### src/rtl/mbist_seq_if.sv
`default_nettype none
// ============================================================================
//  Module      : mbist_seq_if
//  Description : Bundle of the CPU register port and the per-engine memory
//                BIST handshake used by mbist_seq. The slave modport is the
//                sequencer side; the master modport is the CPU/engine side.
//  Revision    : 1.0 - initial release
// ============================================================================
interface mbist_seq_if #(
   parameter int NUM_MEM = 9
) ();
   logic               test_enable;
   logic               cpu_wr;
   logic [4:0]         cpu_addr;
   logic [7:0]         cpu_wdata;
   logic [7:0]         cpu_rdata;
   logic [NUM_MEM-1:0] mbist_done;
   logic [NUM_MEM-1:0] mbist_fail;
   logic               mbist_rst;
   logic               mbist_test;
   logic [NUM_MEM-1:0] mbist_start;
   logic               busy;
   logic               irq;

   modport slave (
      input  test_enable, cpu_wr, cpu_addr, cpu_wdata, mbist_done, mbist_fail,
      output cpu_rdata, mbist_rst, mbist_test, mbist_start, busy, irq
   );

   modport master (
      output test_enable, cpu_wr, cpu_addr, cpu_wdata, mbist_done, mbist_fail,
      input  cpu_rdata, mbist_rst, mbist_test, mbist_start, busy, irq
   );
endinterface
`default_nettype wire

### src/rtl/mbist_seq.sv
`default_nettype none
// ============================================================================
//  Module      : mbist_seq
//  Description : Memory BIST sequencer for NUM_MEM engines. Runs all engines
//                together (parallel) or one after another (serial), applies a
//                programmable 16-bit timeout, captures per-engine done/fail
//                maps and raises a level interrupt on completion. Control and
//                status live behind a 5-bit address / 8-bit data register
//                port with registered read data.
//                Optional build macro MBIST_SEQ_RETRY_EN: in serial mode an
//                engine that fails is re-run once before its result counts;
//                address 0x18 then reads a saturating retry count.
//  Revision    : 1.0 - initial release
// ============================================================================
module mbist_seq #(
   parameter int          NUM_MEM = 9,
   parameter int          RST_CYC = 4,
   parameter logic [15:0] TO_DEF  = 16'h0400
) (
   input  logic        clock,
   input  logic        reset,
   mbist_seq_if.slave  bus
);

   localparam int               c_IW       = (NUM_MEM > 1) ? $clog2(NUM_MEM) : 1;
   localparam logic [c_IW-1:0]  c_LAST     = c_IW'(NUM_MEM - 1);
   localparam logic [3:0]       c_RST_LAST = 4'(RST_CYC - 1);

   typedef enum logic [2:0] {
      S_IDLE = 3'd0,
      S_RST  = 3'd1,
      S_RUN  = 3'd2,
      S_GAP  = 3'd3,
      S_DONE = 3'd4
   } state_t;

   state_t             r_state;
   logic [3:0]         r_rcnt;
   logic [15:0]        r_to_cnt;
   logic [15:0]        r_to_lim;
   logic [c_IW-1:0]    r_idx;
   logic               r_ser_cfg;
   logic               r_ser_run;
   logic               r_irq_en;
   logic               r_pass;
   logic               r_fail;
   logic               r_timeout;
   logic               r_aborted;
   logic               r_irq_pend;
   logic [NUM_MEM-1:0] r_done_map;
   logic [NUM_MEM-1:0] r_fail_map;
   logic               r_mbist_rst;
   logic               r_mbist_test;
   logic [NUM_MEM-1:0] r_mbist_start;
   logic               r_busy;
   logic [7:0]         r_rdata;
`ifdef MBIST_SEQ_RETRY_EN
   logic               r_retried;
   logic [7:0]         r_retry_cnt;
`endif

   logic               w_wr_ctrl;
   logic               w_start_req;
   logic               w_abort_req;
   logic               w_kill;
   logic [15:0]        w_cnt_nxt;
   logic               w_to_hit;
   logic [NUM_MEM-1:0] w_sel;
   logic               w_idx_done;
   logic               w_idx_fail;
   logic [NUM_MEM-1:0] w_run_done_map;
   logic [NUM_MEM-1:0] w_run_fail_map;
   logic               w_finish;
   logic               w_timeout;
   logic               w_advance;
   logic               w_retry;
   logic [63:0]        w_fail64;
   logic [63:0]        w_done64;
   logic [7:0]         w_rdata;

   // Decode CTRL strobes; abort in the same write suppresses start.
   always_comb begin
      w_wr_ctrl   = bus.cpu_wr && (bus.cpu_addr == 5'h00);
      w_abort_req = w_wr_ctrl && bus.cpu_wdata[2];
      w_start_req = w_wr_ctrl && bus.cpu_wdata[0] && !bus.cpu_wdata[2];
      w_kill      = w_abort_req || !bus.test_enable;
   end

   // Saturating timeout counter look-ahead; a zero limit disables the check.
   always_comb begin
      w_cnt_nxt = (r_to_cnt == 16'hFFFF) ? r_to_cnt : r_to_cnt + 16'd1;
      w_to_hit  = (r_to_lim != 16'h0000) && (w_cnt_nxt == r_to_lim);
   end

   // One-hot select of the engine currently owned in serial mode.
   always_comb begin
      w_sel        = '0;
      w_sel[r_idx] = 1'b1;
      w_idx_done   = |(bus.mbist_done & w_sel);
      w_idx_fail   = |(bus.mbist_fail & w_sel);
   end

   // RUN-state decision: map updates, completion, timeout, advance or retry.
   always_comb begin
      w_run_done_map = r_done_map;
      w_run_fail_map = r_fail_map;
      w_finish       = 1'b0;
      w_timeout      = 1'b0;
      w_advance      = 1'b0;
      w_retry        = 1'b0;
      if (!r_ser_run) begin
         w_run_done_map = r_done_map | bus.mbist_done;
         w_run_fail_map = r_fail_map | (bus.mbist_done & bus.mbist_fail);
         // An engine finishing on the timeout cycle still counts as done.
         if (&w_run_done_map) begin
            w_finish = 1'b1;
         end else if (w_to_hit) begin
            w_finish       = 1'b1;
            w_timeout      = 1'b1;
            w_run_fail_map = w_run_fail_map | ~w_run_done_map;
         end
      end else begin
         if (w_idx_done) begin
`ifdef MBIST_SEQ_RETRY_EN
            if (w_idx_fail && !r_retried) begin
               w_retry = 1'b1;
            end else begin
`else
            begin
`endif
               w_run_done_map = r_done_map | w_sel;
               w_run_fail_map = r_fail_map | (w_sel & bus.mbist_fail);
               if (r_idx == c_LAST) begin
                  w_finish = 1'b1;
               end else begin
                  w_advance = 1'b1;
               end
            end
         end else if (w_to_hit) begin
            w_finish       = 1'b1;
            w_timeout      = 1'b1;
            w_run_fail_map = r_fail_map | ~r_done_map;
         end
      end
   end

   // Zero-extend the maps so byte windows above NUM_MEM read as 0.
   always_comb begin
      w_fail64              = '0;
      w_done64              = '0;
      w_fail64[NUM_MEM-1:0] = r_fail_map;
      w_done64[NUM_MEM-1:0] = r_done_map;
   end

   // Register read multiplexer; unmapped addresses return 0.
   always_comb begin
      w_rdata = 8'h00;
      if (bus.cpu_addr == 5'h00) begin
         w_rdata = {4'b0000, r_irq_en, 1'b0, r_ser_cfg, 1'b0};
      end else if (bus.cpu_addr == 5'h01) begin
         w_rdata = {2'b00, r_irq_pend, r_aborted, r_timeout, r_fail, r_pass, r_busy};
      end else if (bus.cpu_addr == 5'h02) begin
         w_rdata = r_to_lim[7:0];
      end else if (bus.cpu_addr == 5'h03) begin
         w_rdata = r_to_lim[15:8];
      end else if (bus.cpu_addr[4:3] == 2'b01) begin
         w_rdata = w_fail64[{bus.cpu_addr[2:0], 3'b000} +: 8];
      end else if (bus.cpu_addr[4:3] == 2'b10) begin
         w_rdata = w_done64[{bus.cpu_addr[2:0], 3'b000} +: 8];
`ifdef MBIST_SEQ_RETRY_EN
      end else if (bus.cpu_addr == 5'h18) begin
         w_rdata = r_retry_cnt;
`endif
      end
   end

   // Sequencer FSM, register file and registered outputs.
   always_ff @(posedge clock or negedge reset) begin
      if (!reset) begin
         r_state       <= S_IDLE;
         r_rcnt        <= 4'd0;
         r_to_cnt      <= 16'd0;
         r_to_lim      <= TO_DEF;
         r_idx         <= '0;
         r_ser_cfg     <= 1'b0;
         r_ser_run     <= 1'b0;
         r_irq_en      <= 1'b0;
         r_pass        <= 1'b0;
         r_fail        <= 1'b0;
         r_timeout     <= 1'b0;
         r_aborted     <= 1'b0;
         r_irq_pend    <= 1'b0;
         r_done_map    <= '0;
         r_fail_map    <= '0;
         r_mbist_rst   <= 1'b0;
         r_mbist_test  <= 1'b0;
         r_mbist_start <= '0;
         r_busy        <= 1'b0;
         r_rdata       <= 8'h00;
`ifdef MBIST_SEQ_RETRY_EN
         r_retried     <= 1'b0;
         r_retry_cnt   <= 8'h00;
`endif
      end else begin
         r_rdata <= w_rdata;

         if (bus.cpu_wr) begin
            case (bus.cpu_addr)
               5'h00: begin
                  r_ser_cfg <= bus.cpu_wdata[1];
                  r_irq_en  <= bus.cpu_wdata[3];
               end
               5'h01: if (bus.cpu_wdata[5]) r_irq_pend <= 1'b0;
               5'h02: r_to_lim[7:0]  <= bus.cpu_wdata;
               5'h03: r_to_lim[15:8] <= bus.cpu_wdata;
               default: ;
            endcase
         end

         if (r_busy && w_kill) begin
            // Abort: drop every engine strobe at once, results stay cleared.
            r_state       <= S_IDLE;
            r_mbist_rst   <= 1'b0;
            r_mbist_test  <= 1'b0;
            r_mbist_start <= '0;
            r_busy        <= 1'b0;
            r_aborted     <= 1'b1;
         end else begin
            case (r_state)
               S_IDLE, S_DONE: begin
                  if (w_start_req && bus.test_enable) begin
                     r_state       <= S_RST;
                     r_rcnt        <= 4'd0;
                     r_idx         <= '0;
                     r_ser_run     <= bus.cpu_wdata[1];
                     r_mbist_rst   <= 1'b1;
                     r_mbist_test  <= 1'b1;
                     r_mbist_start <= '0;
                     r_busy        <= 1'b1;
                     r_pass        <= 1'b0;
                     r_fail        <= 1'b0;
                     r_timeout     <= 1'b0;
                     r_aborted     <= 1'b0;
                     r_done_map    <= '0;
                     r_fail_map    <= '0;
`ifdef MBIST_SEQ_RETRY_EN
                     r_retried     <= 1'b0;
                     r_retry_cnt   <= 8'h00;
`endif
                  end
               end
               S_RST: begin
                  if (r_rcnt == c_RST_LAST) begin
                     r_state       <= S_RUN;
                     r_mbist_rst   <= 1'b0;
                     r_to_cnt      <= 16'd0;
                     r_mbist_start <= r_ser_run ? w_sel : {NUM_MEM{1'b1}};
                  end else begin
                     r_rcnt <= r_rcnt + 4'd1;
                  end
               end
               S_RUN: begin
                  r_done_map <= w_run_done_map;
                  r_fail_map <= w_run_fail_map;
                  if (w_finish) begin
                     r_state       <= S_DONE;
                     r_mbist_start <= '0;
                     r_mbist_test  <= 1'b0;
                     r_busy        <= 1'b0;
                     r_timeout     <= w_timeout;
                     r_pass        <= (w_run_fail_map == '0) && !w_timeout;
                     r_fail        <= !((w_run_fail_map == '0) && !w_timeout);
                     // Placed after the W1C decode so a same-cycle clear loses.
                     r_irq_pend    <= 1'b1;
                  end else if (w_advance || w_retry) begin
                     r_state       <= S_GAP;
                     r_mbist_start <= '0;
                     if (w_advance) r_idx <= r_idx + c_IW'(1);
`ifdef MBIST_SEQ_RETRY_EN
                     r_retried <= w_retry;
                     if (w_retry && (r_retry_cnt != 8'hFF)) begin
                        r_retry_cnt <= r_retry_cnt + 8'd1;
                     end
`endif
                  end else begin
                     r_to_cnt <= w_cnt_nxt;
                  end
               end
               S_GAP: begin
                  // One idle cycle with start low, then re-reset the engines.
                  r_state     <= S_RST;
                  r_rcnt      <= 4'd0;
                  r_mbist_rst <= 1'b1;
               end
               default: r_state <= S_IDLE;
            endcase
         end
      end
   end

   assign bus.cpu_rdata   = r_rdata;
   assign bus.mbist_rst   = r_mbist_rst;
   assign bus.mbist_test  = r_mbist_test;
   assign bus.mbist_start = r_mbist_start;
   assign bus.busy        = r_busy;
   assign bus.irq         = r_irq_pend & r_irq_en;

endmodule
`default_nettype wire

### src/flat_wrapper.sv
// flat-port wrapper written by rule: the top's interface ports become plain ports
module mbist_seq_flat 
#(
   parameter int          NUM_MEM = 9,
   parameter int          RST_CYC = 4,
   parameter logic [15:0] TO_DEF  = 16'h0400
)
  (clock, reset, bus_test_enable, bus_cpu_wr, bus_cpu_addr, bus_cpu_wdata, bus_mbist_done, bus_mbist_fail, bus_cpu_rdata, bus_mbist_rst, bus_mbist_test, bus_mbist_start, bus_busy, bus_irq);
  mbist_seq_if #(.NUM_MEM(NUM_MEM)) bus_i ();
  input  logic clock;
  input  logic reset;
  input wire logic [$bits(bus_i.test_enable)-1:0] bus_test_enable;
  input wire logic [$bits(bus_i.cpu_wr)-1:0] bus_cpu_wr;
  input wire logic [$bits(bus_i.cpu_addr)-1:0] bus_cpu_addr;
  input wire logic [$bits(bus_i.cpu_wdata)-1:0] bus_cpu_wdata;
  input wire logic [$bits(bus_i.mbist_done)-1:0] bus_mbist_done;
  input wire logic [$bits(bus_i.mbist_fail)-1:0] bus_mbist_fail;
  output wire logic [$bits(bus_i.cpu_rdata)-1:0] bus_cpu_rdata;
  output wire logic [$bits(bus_i.mbist_rst)-1:0] bus_mbist_rst;
  output wire logic [$bits(bus_i.mbist_test)-1:0] bus_mbist_test;
  output wire logic [$bits(bus_i.mbist_start)-1:0] bus_mbist_start;
  output wire logic [$bits(bus_i.busy)-1:0] bus_busy;
  output wire logic [$bits(bus_i.irq)-1:0] bus_irq;
  assign bus_i.test_enable = bus_test_enable;
  assign bus_i.cpu_wr = bus_cpu_wr;
  assign bus_i.cpu_addr = bus_cpu_addr;
  assign bus_i.cpu_wdata = bus_cpu_wdata;
  assign bus_i.mbist_done = bus_mbist_done;
  assign bus_i.mbist_fail = bus_mbist_fail;
  assign bus_cpu_rdata = bus_i.cpu_rdata;
  assign bus_mbist_rst = bus_i.mbist_rst;
  assign bus_mbist_test = bus_i.mbist_test;
  assign bus_mbist_start = bus_i.mbist_start;
  assign bus_busy = bus_i.busy;
  assign bus_irq = bus_i.irq;
  mbist_seq #(.NUM_MEM(NUM_MEM), .RST_CYC(RST_CYC), .TO_DEF(TO_DEF)) u_core (.clock(clock), .reset(reset), .bus(bus_i));
endmodule
### config.mk
export PLATFORM = sky130hd
export DESIGN_NAME = mbist_seq_flat
export DESIGN_NICKNAME = d
export VERILOG_FILES = /design/src/rtl/mbist_seq_if.sv /design/src/rtl/mbist_seq.sv /design/src/flat_wrapper.sv
export SDC_FILE = /design/constraint.sdc
export NUM_CORES = 1
export LEC_CHECK = 0
export ABC_AREA = 1
export CORE_UTILIZATION = 58
export DETAILED_ROUTE_END_ITERATION = 16
export PLACE_DENSITY_LB_ADDON = 0.25
export RECOVER_POWER = 100
export SETUP_SLACK_MARGIN = 0.15
export SYNTH_ARGS = -nofsm -noshare
export SYNTH_HDL_FRONTEND = slang
export SYNTH_SLANG_ARGS = --single-unit
export TNS_END_PERCENT = 5
### constraint.sdc
create_clock -name clock -period 3.22 [get_ports clock]
set_input_delay 0.644 -clock clock [delete_from_list [all_inputs] [get_ports clock]]
set_output_delay 0.644 -clock clock [all_outputs]
set_load 0.02 [all_outputs]
Word-level counts from Yosys, hierarchy flattened

Cells that the tools add are included.
Widths: inputs -> output; s select.

Output and inout bits: 21
Word-level logic and storage cells: 183
Input bits: 35
Flip-flop bits (word level): 88

$add $sub $neg: 3
Reduce and logical (&&, ||, !) cells: 44
Muxes and demuxes: 74
Order comparisons: 2
Shifts and indexed selects: 2
Equality and inequality tests: 25
Bitwise operators: 13

Operator list:

| operator              | number |
|---|---|
| $shiftx 64x7->8       | 2 |
| $mux 9                | 13 |
| $mux 16               | 4 |
| $or 9x9->9            | 6 |
| $mux 8                | 6 |
| $pmux 9 s2            | 2 |
| $pmux 16 s2           | 1 |
| $mux 1                | 29 |
| $and 9x9->9           | 3 |
| $pmux 9 s3            | 1 |
| $not 9->9             | 2 |
| $add 16x1->16 const B | 1 |
| $eq 16x16->1          | 1 |
| $eq 16x16->1 const B  | 1 |
| $mux 4                | 4 |
| $reduce_and 4->1      | 4 |
| $reduce_bool 16->1    | 1 |
| $mux 3                | 5 |
| $reduce_and 3->1      | 5 |
| $pmux 3 s4            | 1 |
| $pmux 4 s3            | 1 |
| $eq 5x2->1 const B    | 2 |
| $reduce_and 5->1      | 2 |
| $logic_and 1x1->1     | 9 |
| other kinds (34)      | 57 |

Longest topological paths before layout

Gate-level depths: netlist (run 1).

Depth after elaboration: 13
Gate-level depth with buffers: 23
Gate-level depth less buffers: 21

Least setup slack after synthesis (run 1)

Ideal clock, no wire load.

Path kind: flip-flop to flip-flop
Start: register u_core.r_to_cnt[0]
End: register u_core.r_mbist_start[8] (netlist: u_core.bus.mbist_start[8])
Library setup time: 0.117 ns
Path buffers: 2
Arrival time: 2.332 ns
Stages on the path, launching flop included: 21
Data required time: 3.103 ns
Slack: 0.771 ns
Clock period less this slack: 2.449 ns
Cell sequence: dfrtp_1 -> ha_1 -> nand3_2 -> nor2_4 -> nand2_2 -> buf_6 -> nand2_2 -> nand2_1 -> nand2_1 -> nand3_1 -> nor2_1 -> nand3_1 -> nor2_2 -> nand2_1 -> nand3_2 -> nand2_2 -> nand3_4 -> nand3_4 -> buf_6 -> nand2_2 -> o21ai_2

Cells in the longest elaborated chain, start to end: 10
Elaborated cells between the ends (all ways): 14
Those cells by class: 1 x add/sub; 3 x eq/ne; 8 x mux; 2 x reduce/logical

RTL lines:

| what                                                 | RTL line                           | source |
|---|---|---|
| from (decl)                                          | mbist_seq.sv:39                    | `logic [15:0] r_to_cnt;` |
| from (signal assigned)                               | mbist_seq.sv:286                   | `r_to_cnt <= w_cnt_nxt;` |
| $add 16x1->16 / $eq 16x16->1 (equally long branches) | mbist_seq.sv:91                    | `w_cnt_nxt = (r_to_cnt == 16'hFFFF) ? r_to_cnt : r_to_cnt + 16'd1;` |
| $mux 16 *                                            | mbist_seq.sv:91                    |  |
| $eq 16x16->1 *                                       | mbist_seq.sv:92                    | `w_to_hit = (r_to_lim != 16'h0000) && (w_cnt_nxt == r_to_lim);` |
| $logic_and 1x1->1 *                                  | mbist_seq.sv:92                    |  |
| $mux 1 *                                             | mbist_seq.sv:117, mbist_seq.sv:139 |  |
| $mux 1, on equally long branches                     | mbist_seq.sv:115, mbist_seq.sv:123 |  |
| $mux 1 *                                             | mbist_seq.sv:111                   | `if (!r_ser_run) begin` |
| $mux 9                                               | mbist_seq.sv:265                   | `if (w_finish) begin` |
| $pmux 9 s3                                           | mbist_seq.sv:229                   | `case (r_state)` |
| $mux 9                                               | mbist_seq.sv:220                   | `if (r_busy && w_kill) begin` |
| to (signal assigned)                                 | mbist_seq.sv:257                   | `r_mbist_start <= r_ser_run ? w_sel : {NUM_MEM{1'b1}};` |
| to (decl)                                            | mbist_seq.sv:54                    | `logic [NUM_MEM-1:0] r_mbist_start;` |

Every way passes the cells marked *; elsewhere a longest branch is shown, timed or not.
A chain may end at the register's enable or synchronous reset.

Final worst setup path (run 1)

Start: register u_core.r_to_cnt[0]
End: register u_core.r_to_cnt[13]

Cells in the longest elaborated chain, start to end: 9
Elaborated cells between the ends (all ways): 14
Those cells by class: 1 x add/sub; 3 x eq/ne; 8 x mux; 2 x reduce/logical

RTL lines:

| what                                                 | RTL line |
|---|---|
| $add 16x1->16 / $eq 16x16->1 (equally long branches) | mbist_seq.sv:91 |
| $mux 16 *                                            | mbist_seq.sv:91 |
| $eq 16x16->1                                         | mbist_seq.sv:92 |
| $logic_and 1x1->1                                    | mbist_seq.sv:92 |
| $mux 1                                               | mbist_seq.sv:117, mbist_seq.sv:139 |
| $mux 1, on equally long branches                     | mbist_seq.sv:115, mbist_seq.sv:123 |
| $mux 1                                               | mbist_seq.sv:111 |
| $ne 2x2->1 (no line)                                 | - |
| $reduce_and 5->1 (no line)                           | - |

Every way passes the cells marked *; elsewhere a longest branch is shown, timed or not. The select of a mux whose other input is x is not followed.

==> results.yml, run 1 <==
global_route:
  grt_start_max_net_pins: 47
  grt_pass1_vias: 5644
  antenna_found_initial: 0
  grt_pass1_wl_um: 26610
  grtUsageTotal: 0.3460
  grt_overflow_total: 0
placement:
  dpl.hpwl_um: 12450
  port_buffers: 55
  gp_congestion: 0.9730
  preCtsSetupSlack_ns: 0.004248
setup_path:
  crit_path_start_kind: "register"
  r2r_cells: 18
  cp-end-kind: "register"
  regToRegStartpoint: "u_core.r_to_cnt[0]"
  crit_arrival_ns: 3.15
  critical_path_class: "register to register"
  path_max_fanout: 20
  r2r_slack_ns: 0.31
  critPathLaunch: "u_core.r_to_cnt[0]"
  r2r_end: "u_core.r_to_cnt[13]"
  crit_path_end: "u_core.r_to_cnt[13]"
  cp.required_ns: 3.46
routing:
  wl_per_cell_um: 16.26
  drt-total-wl_um: 16240
  via_count: 5764
  post-route-drc-count: 0
  drt_iter0_markers: 446
  firstDrtPassIters: 6
  viasPerCell: 5.770
  drtAntennaViolNets: 0
timing:
  fin_tns_setup_ns: 0
  fin_crit_sh: 0.9040
  hold_viol_final: 0
  skew_ns: 0.01454
  timing_max_transition_violations_final: 47
  setup_ws_ns: 0.3092
  relSlewSlack: -0.7625
  hold-worst-slack_ns: 0.4908
  min_period_ns: 2.911
  setup_viol: 0
  rsz0062_at_grt: "true"
  worstMarginPinSlew_ns: 2.644
  max_freq_ghz: 0.3435
synthesis:
  synthArstFlopShare: 1.000
  synth_ff_type: "dfrtp_1"
  yosysSeqAreaShare: 0.3957
  netlist_area_um2: 5568
  synth.net_count: 837
  ys_types: 45
  synth_edf_count: 0
  syn-mean-instance-area_um2: 6.995
  netlist_instances: 796
  synth-seq-cells: 88
  yosys_warnings: 0
power_and_ir_drop:
  vdd_drop_max_v: 0.0004634
  power.leakage_nw: 3.273
  clkPwrFrac: 0.183
  p_seq_frac: 0.378
  p_total_mw: 4.317
  p_comb_frac: 0.439
  power.density_nw_per_um2: 664.9
  switchingPower_mw: 1.890
  netSwitchingFraction: 0.4378
  internal_power_mw: 2.427
die:
  ios: 56
  die_height_um: 99.98
  core_area_um2: 9284
  placementRows: 35
  start_util: 0.5997
  die_w_um: 99.98
  fp.dieArea_um2: 9996
clock_tree:
  cts_max_level: 3
  clockBufferDepth: 2
  path_clk_slew_ns: 0.09
  clock_latency_ns: 0.37
  cts.sinks: 88
  cts_tree: "built"
  numCtsBuffers: 9
  clockRootBuffer: "clkbuf_8"
run_status:
  status: "complete, but fails checks"
  violations: "capacitance limit, slew limit"
cells_and_area:
  num_antenna_cells: 0
  drive_gt1_frac: 0.07586
  seq_area_um2: 2203
  area_growth_pct: 16.61
  nFillCells: 803
  nets: 906
  final_common_cell: "nand2_1"
  multiInputGateArea_um2: 2806
  final_cell_mix: "nand2_1, inv_1, dfrtp_1"
run:
  drv_cap: 1
hold_path:
  min_path_type: "register to register"
[metrics by stage]
step	std cells	cell area, um2	util
floorplan	796	5568	-
global placement	982	6307	0.6794
detailed placement	982	6307	0.6794
CTS	998	6502	0.7004
global route	999	6492	0.6993
finish	999	6492	0.6993
[final cells by class]
cell class	instances	share of cell area
Clock inverter	6	0.01041
Multi-Input combinational cell	572	0.4323
Tap cell	129	0.02486
Inverter	122	0.07053
Timing Repair Buffer	72	0.1029
Clock buffer	10	0.01966
Sequential cell	88	0.3394
[synthesized netlist by cell type (2+ instances only)]
master | n | area (um2)
nand3_1 | 68 | 340.3
buf_6 | 4 | 45.04
o21ai_1 | 9 | 45.04
a22oi_1 | 9 | 67.56
nor2_1 | 82 | 307.8
a221oi_1 | 4 | 35.03
buf_2 | 3 | 15.01
nand4_1 | 11 | 68.82
nor3_1 | 5 | 25.02
nand2_2 | 9 | 56.30
nand3_2 | 3 | 30.03
nor2_4 | 4 | 45.04
o21ai_2 | 10 | 87.58
o21ai_0 | 38 | 190.2
clkbuf_1 | 6 | 22.52
o2111ai_1 | 3 | 26.28
inv_2 | 7 | 26.28
dfrtp_1 | 87 | 2177
o22ai_1 | 18 | 112.6
nand3_4 | 2 | 35.03
o21a_1 | 5 | 37.54
ha_1 | 6 | 75.07
nand2_1 | 242 | 908.4
xor2_1 | 8 | 70.07
a311oi_1 | 7 | 61.31
inv_1 | 112 | 420.4
nor2_2 | 3 | 18.77
a21oi_1 | 12 | 60.06
clkinv_1 | 3 | 11.26
[worst max-delay path: stages (launching register included)]
cell and delay, ns:
dfrtp_1 0.43, ha_2 0.26, nand3_2 0.14, nor2_4 0.20
nand2_4 0.17, nand2_1 0.12, nand2_1 0.08, nand2_1 0.06
nand3_1 0.06, nor2_1 0.12, nand3_1 0.10, nor2_2 0.18
nand2_1 0.11, nand3_2 0.09, nand2_2 0.08, nand3_4 0.12
inv_1 0.25, nand2_1 0.14, o21ai_0 0.08
[cell families (layout without fill, tap and decap cells)]
logic type,count (synthesis),after routing,share of synthesized area
simple gates,433,433,0.3346
buf+inv,136,210,0.09843
compound gates,124,124,0.1436
flops,88,88,0.3957
xor+xnor,9,9,0.01416
fa+ha+maj,6,6,0.01348
[power by group through the flow]
| stage | Clock, mW | Combinational, mW | Sequential, mW |
|---|---|---|---|
| floorplan | 0 | 1.25 | 1.64 |
| global placement | 0 | 1.86 | 1.63 |
| detailed placement | 0 | 1.91 | 1.65 |
| CTS | 0.792 | 1.92 | 1.63 |
| global route | 0.849 | 2.10 | 1.66 |
| finish | 0.788 | 1.90 | 1.63 |
[sequential cells by signal, summed over array words and instances, names as in the netlist, 3 cells and up]
name                    cells
u_core.r_state              3
u_core.bus.mbist_start      9
u_core.r_to_lim            16
u_core.bus.cpu_rdata        8
u_core.r_fail_map           9
u_core.r_idx                4
u_core.r_to_cnt            16
u_core.r_done_map           9
u_core.r_rcnt               4
[worst min-delay path by stage]
stage / slack (ns) / depth (start not counted) / endpoint / start
after floorplan: 0.35 / 0 / u_core.bus.cpu_rdata[0] / reset
after global placement: 0.46 / 2 / u_core.bus.mbist_start[6] / u_core.bus.mbist_start[6]
after detailed placement: 0.47 / 2 / u_core.bus.mbist_start[2] / u_core.bus.mbist_start[2]
after CTS: 0.30 / 1 / u_core.r_fail_map[6] / reset
after global routing: 0.52 / 2 / u_core.r_ser_cfg / u_core.r_ser_cfg
final: 0.49 / 2 / u_core.bus.mbist_start[4] / u_core.bus.mbist_start[4]
[layer usage]
metal,share of wire,up-vias,GRT usage
li1,-,2717,-
met1,0.40,2711,0.4172
met2,0.49,279,0.6095
met3,0.066,57,0.05362
met4,0.040,0,0.1605
met5,0,-,0
[repair_timing]
action                     4_1_cts  5_1_grt
setup endpoints to repair        0       42
hold buffers                     0        0
gates resized for setup          0        4
setup buffers                    0        1
No activity file was read; power rests on OpenSTA's default activity.
==> run 2: changes to the inputs <==
CORE_UTILIZATION = 33   (was 58)
==> results.yml, run 2 (synthesis gave the netlist of run 1 again) <==
global_route:
  grt_start_max_net_pins: 89
  grtUsageTotal: 0.1985
  grt_overflow_total: 0
  grt-busiest-layer: "met2"
  grtUsageMet2: 0.3145
  grt_pass1_vias: 5116
  grt_use_met1: 0.2755
  antenna_found_initial: 0
  use_met3: 0.03845
  grt_pass1_wl_um: 27040
timing:
  fin_tns_setup_ns: 0
  fin_crit_sh: 0.9021
  timing_max_transition_violations_final: 89
  setup_viol: 0
  max_freq_ghz: 0.3443
  hold_viol_final: 0
  min_period_ns: 2.905
  rsz0062_at_grt: "true"
  worstMarginPinSlew_ns: 2.211
  relSlewSlack: -0.4738
  skew_ns: 0.01743
die:
  die_w_um: 131.9
  start_util: 0.3369
  placementRows: 47
  ios: 56
  core_area_um2: 16520
  fp.dieArea_um2: 17400
  die_height_um: 131.9
setup_path:
  cpMaxStageDelayCell: "clkdlybuf4s50_1"
  critical_path_class: "primary input to register"
  path_common_cell: "nor2_1"
  path_max_fanout: 7
  r2r_cells: 20
  r2r_slack_ns: 0.32
  max_stage_delay_ns: 0.42
  cp-end-kind: "register"
  regToRegStartpoint: "u_core.r_to_cnt[0]"
  path_cells: "clkdlybuf4s50_1 > nor2_1 > inv_1 > nor2_1 > inv_1 > nor3_1 > nand2_1 > nand2_1 > nand3_1 > inv_1 > nor2_1 > nor2_2 > nor2_1 > nand2_1 > xor2_1 > a21oi_1"
  crit_arrival_ns: 3.12
  r2r_end: "u_core.r_pass"
  crit_path_start_kind: "primary input"
  cp.required_ns: 3.44
cells_and_area:
  final_cell_mix: "nand2_1, inv_1, dfrtp_1"
  nets: 908
  post-route-util: 0.4087
  area_growth_pct: 21.30
  nFillCells: 1715
  drive_gt1_frac: 0.08028
  final_common_cell: "nand2_1"
  final_cell_count_no_fill: 1092
  num_antenna_cells: 0
  fin_area_um2: 6754
  largestRegisters: "u_core.r_to_cnt: 16 flops, u_core.r_to_lim: 16 flops"
clock_tree:
  cts_tree: "built"
  path_clk_slew_ns: 0.07
  hold_buffers: 0
  clockBufferDepth: 2
  cts_resized: 0
  clockRootBuffer: "clkbuf_16"
  post_cts_buffers: 0
  numCtsBuffers: 9
  cts.sinks: 88
  cts_max_level: 3
  clock_latency_ns: 0.36
run_status:
  status: "complete, but fails checks"
  violations: "capacitance limit, slew limit"
power_and_ir_drop:
  vdd_drop_max_v: 0.0004863
  power.density_nw_per_um2: 700.2
  power.leakage_nw: 3.351
placement:
  gp_congestion: 0.8255
  dpl-instance-area_um2: 6449
  dpl.hpwl_um: 12670
  placed_cells_incl_taps: 1075
  port_buffers: 55
routing:
  wl_per_cell_um: 15.28
  firstDrtPassIters: 7
  via_count: 5409
  drt_iter0_markers: 391
  drt-total-wl_um: 16690
  post-route-drc-count: 0
  drtAntennaViolNets: 0
  viasPerCell: 4.953
hold_path:
  min_path_type: "register to register"
  hp-start: "u_core.bus.mbist_start[7]"
  min_to: "u_core.bus.mbist_start[7]"
  min_path_cells: 2
run:
  drv_cap: 1
## run 2: cell types whose count changed in the layout (fill, tap and decap cells not counted), sizes merged
| cell | previous run | this run |
|---|---|---|
| clkbuf | 13 | 18 |
| clkinvlp | 2 | 0 |
| bufinv | 1 | 2 |
| inv | 121 | 122 |
| buf | 15 | 11 |
| nand3 | 73 | 74 |
## run 2: metrics by stage
stage                     setup slack, ns  hold slack (ns)  power (mW)
after detailed placement         -0.07433           0.4697       3.550
after floorplan                    0.7707           0.3484       2.890
final                              0.3154           0.4799       4.729
after global placement           -0.03411           0.4716       3.533
after global routing             0.008459           0.5049       5.076
after CTS                          0.1939           0.3494       4.769
## run 2: per-layer routing
layer  vias up  share of wire
li1       2723              -
met1      2520           0.48
met2       149           0.46
met3        17          0.046
met4         0          0.015
met5         -              0
## run 2: worst max path at each step
| stage | slack [ns] | endpoint | depth (start not counted) | startpoint |
|---|---|---|---|---|
| 2_1_floorplan | 0.77 | u_core.bus.mbist_start[8] | 20 | u_core.r_to_cnt[0] |
| 3_3_place_gp | -0.03 | u_core.r_done_map[6] | 14 | bus_cpu_addr[2] |
| 3_5_place_dp | -0.07 | u_core.r_done_map[6] | 14 | bus_cpu_addr[2] |
| 4_1_cts | 0.19 | u_core.bus.mbist_start[5] | 16 | u_core.r_to_cnt[0] |
| 5_1_grt | 0.008 | u_core.r_state[1] | 19 | u_core.r_to_cnt[0] |
| 6_report | 0.32 | u_core.r_idx[2] | 16 | bus_cpu_addr[2] |
## run 2: report_power, final
group / internal (mW) / total (mW) / switching [mW]
Combinational: 0.664 / 1.89 / 1.23
Clock: 0.712 / 1.21 / 0.498
Sequential: 1.39 / 1.63 / 0.232
## run 2: cell type report
| cell class | count | area (um2) | share of cell area |
|---|---|---|---|
| Sequential cell | 88 | 2203 | 0.3262 |
| Inverter | 122 | 457.9 | 0.06780 |
| Clock buffer | 10 | 239.0 | 0.03538 |
| Timing Repair Buffer | 73 | 663.1 | 0.09818 |
| Tap cell | 220 | 275.3 | 0.04076 |
| Multi-Input combinational cell | 573 | 2820 | 0.4176 |
| Clock inverter | 6 | 95.09 | 0.01408 |
## run 2: critical path: cells and delay by family
family	cells	cell delay (ns)
and+or+nand+nor	10	1.54
buffers and inverters	4	0.74
xor gates and xnor gates	1	0.14
AOI/OAI and AO/OA	1	0.05
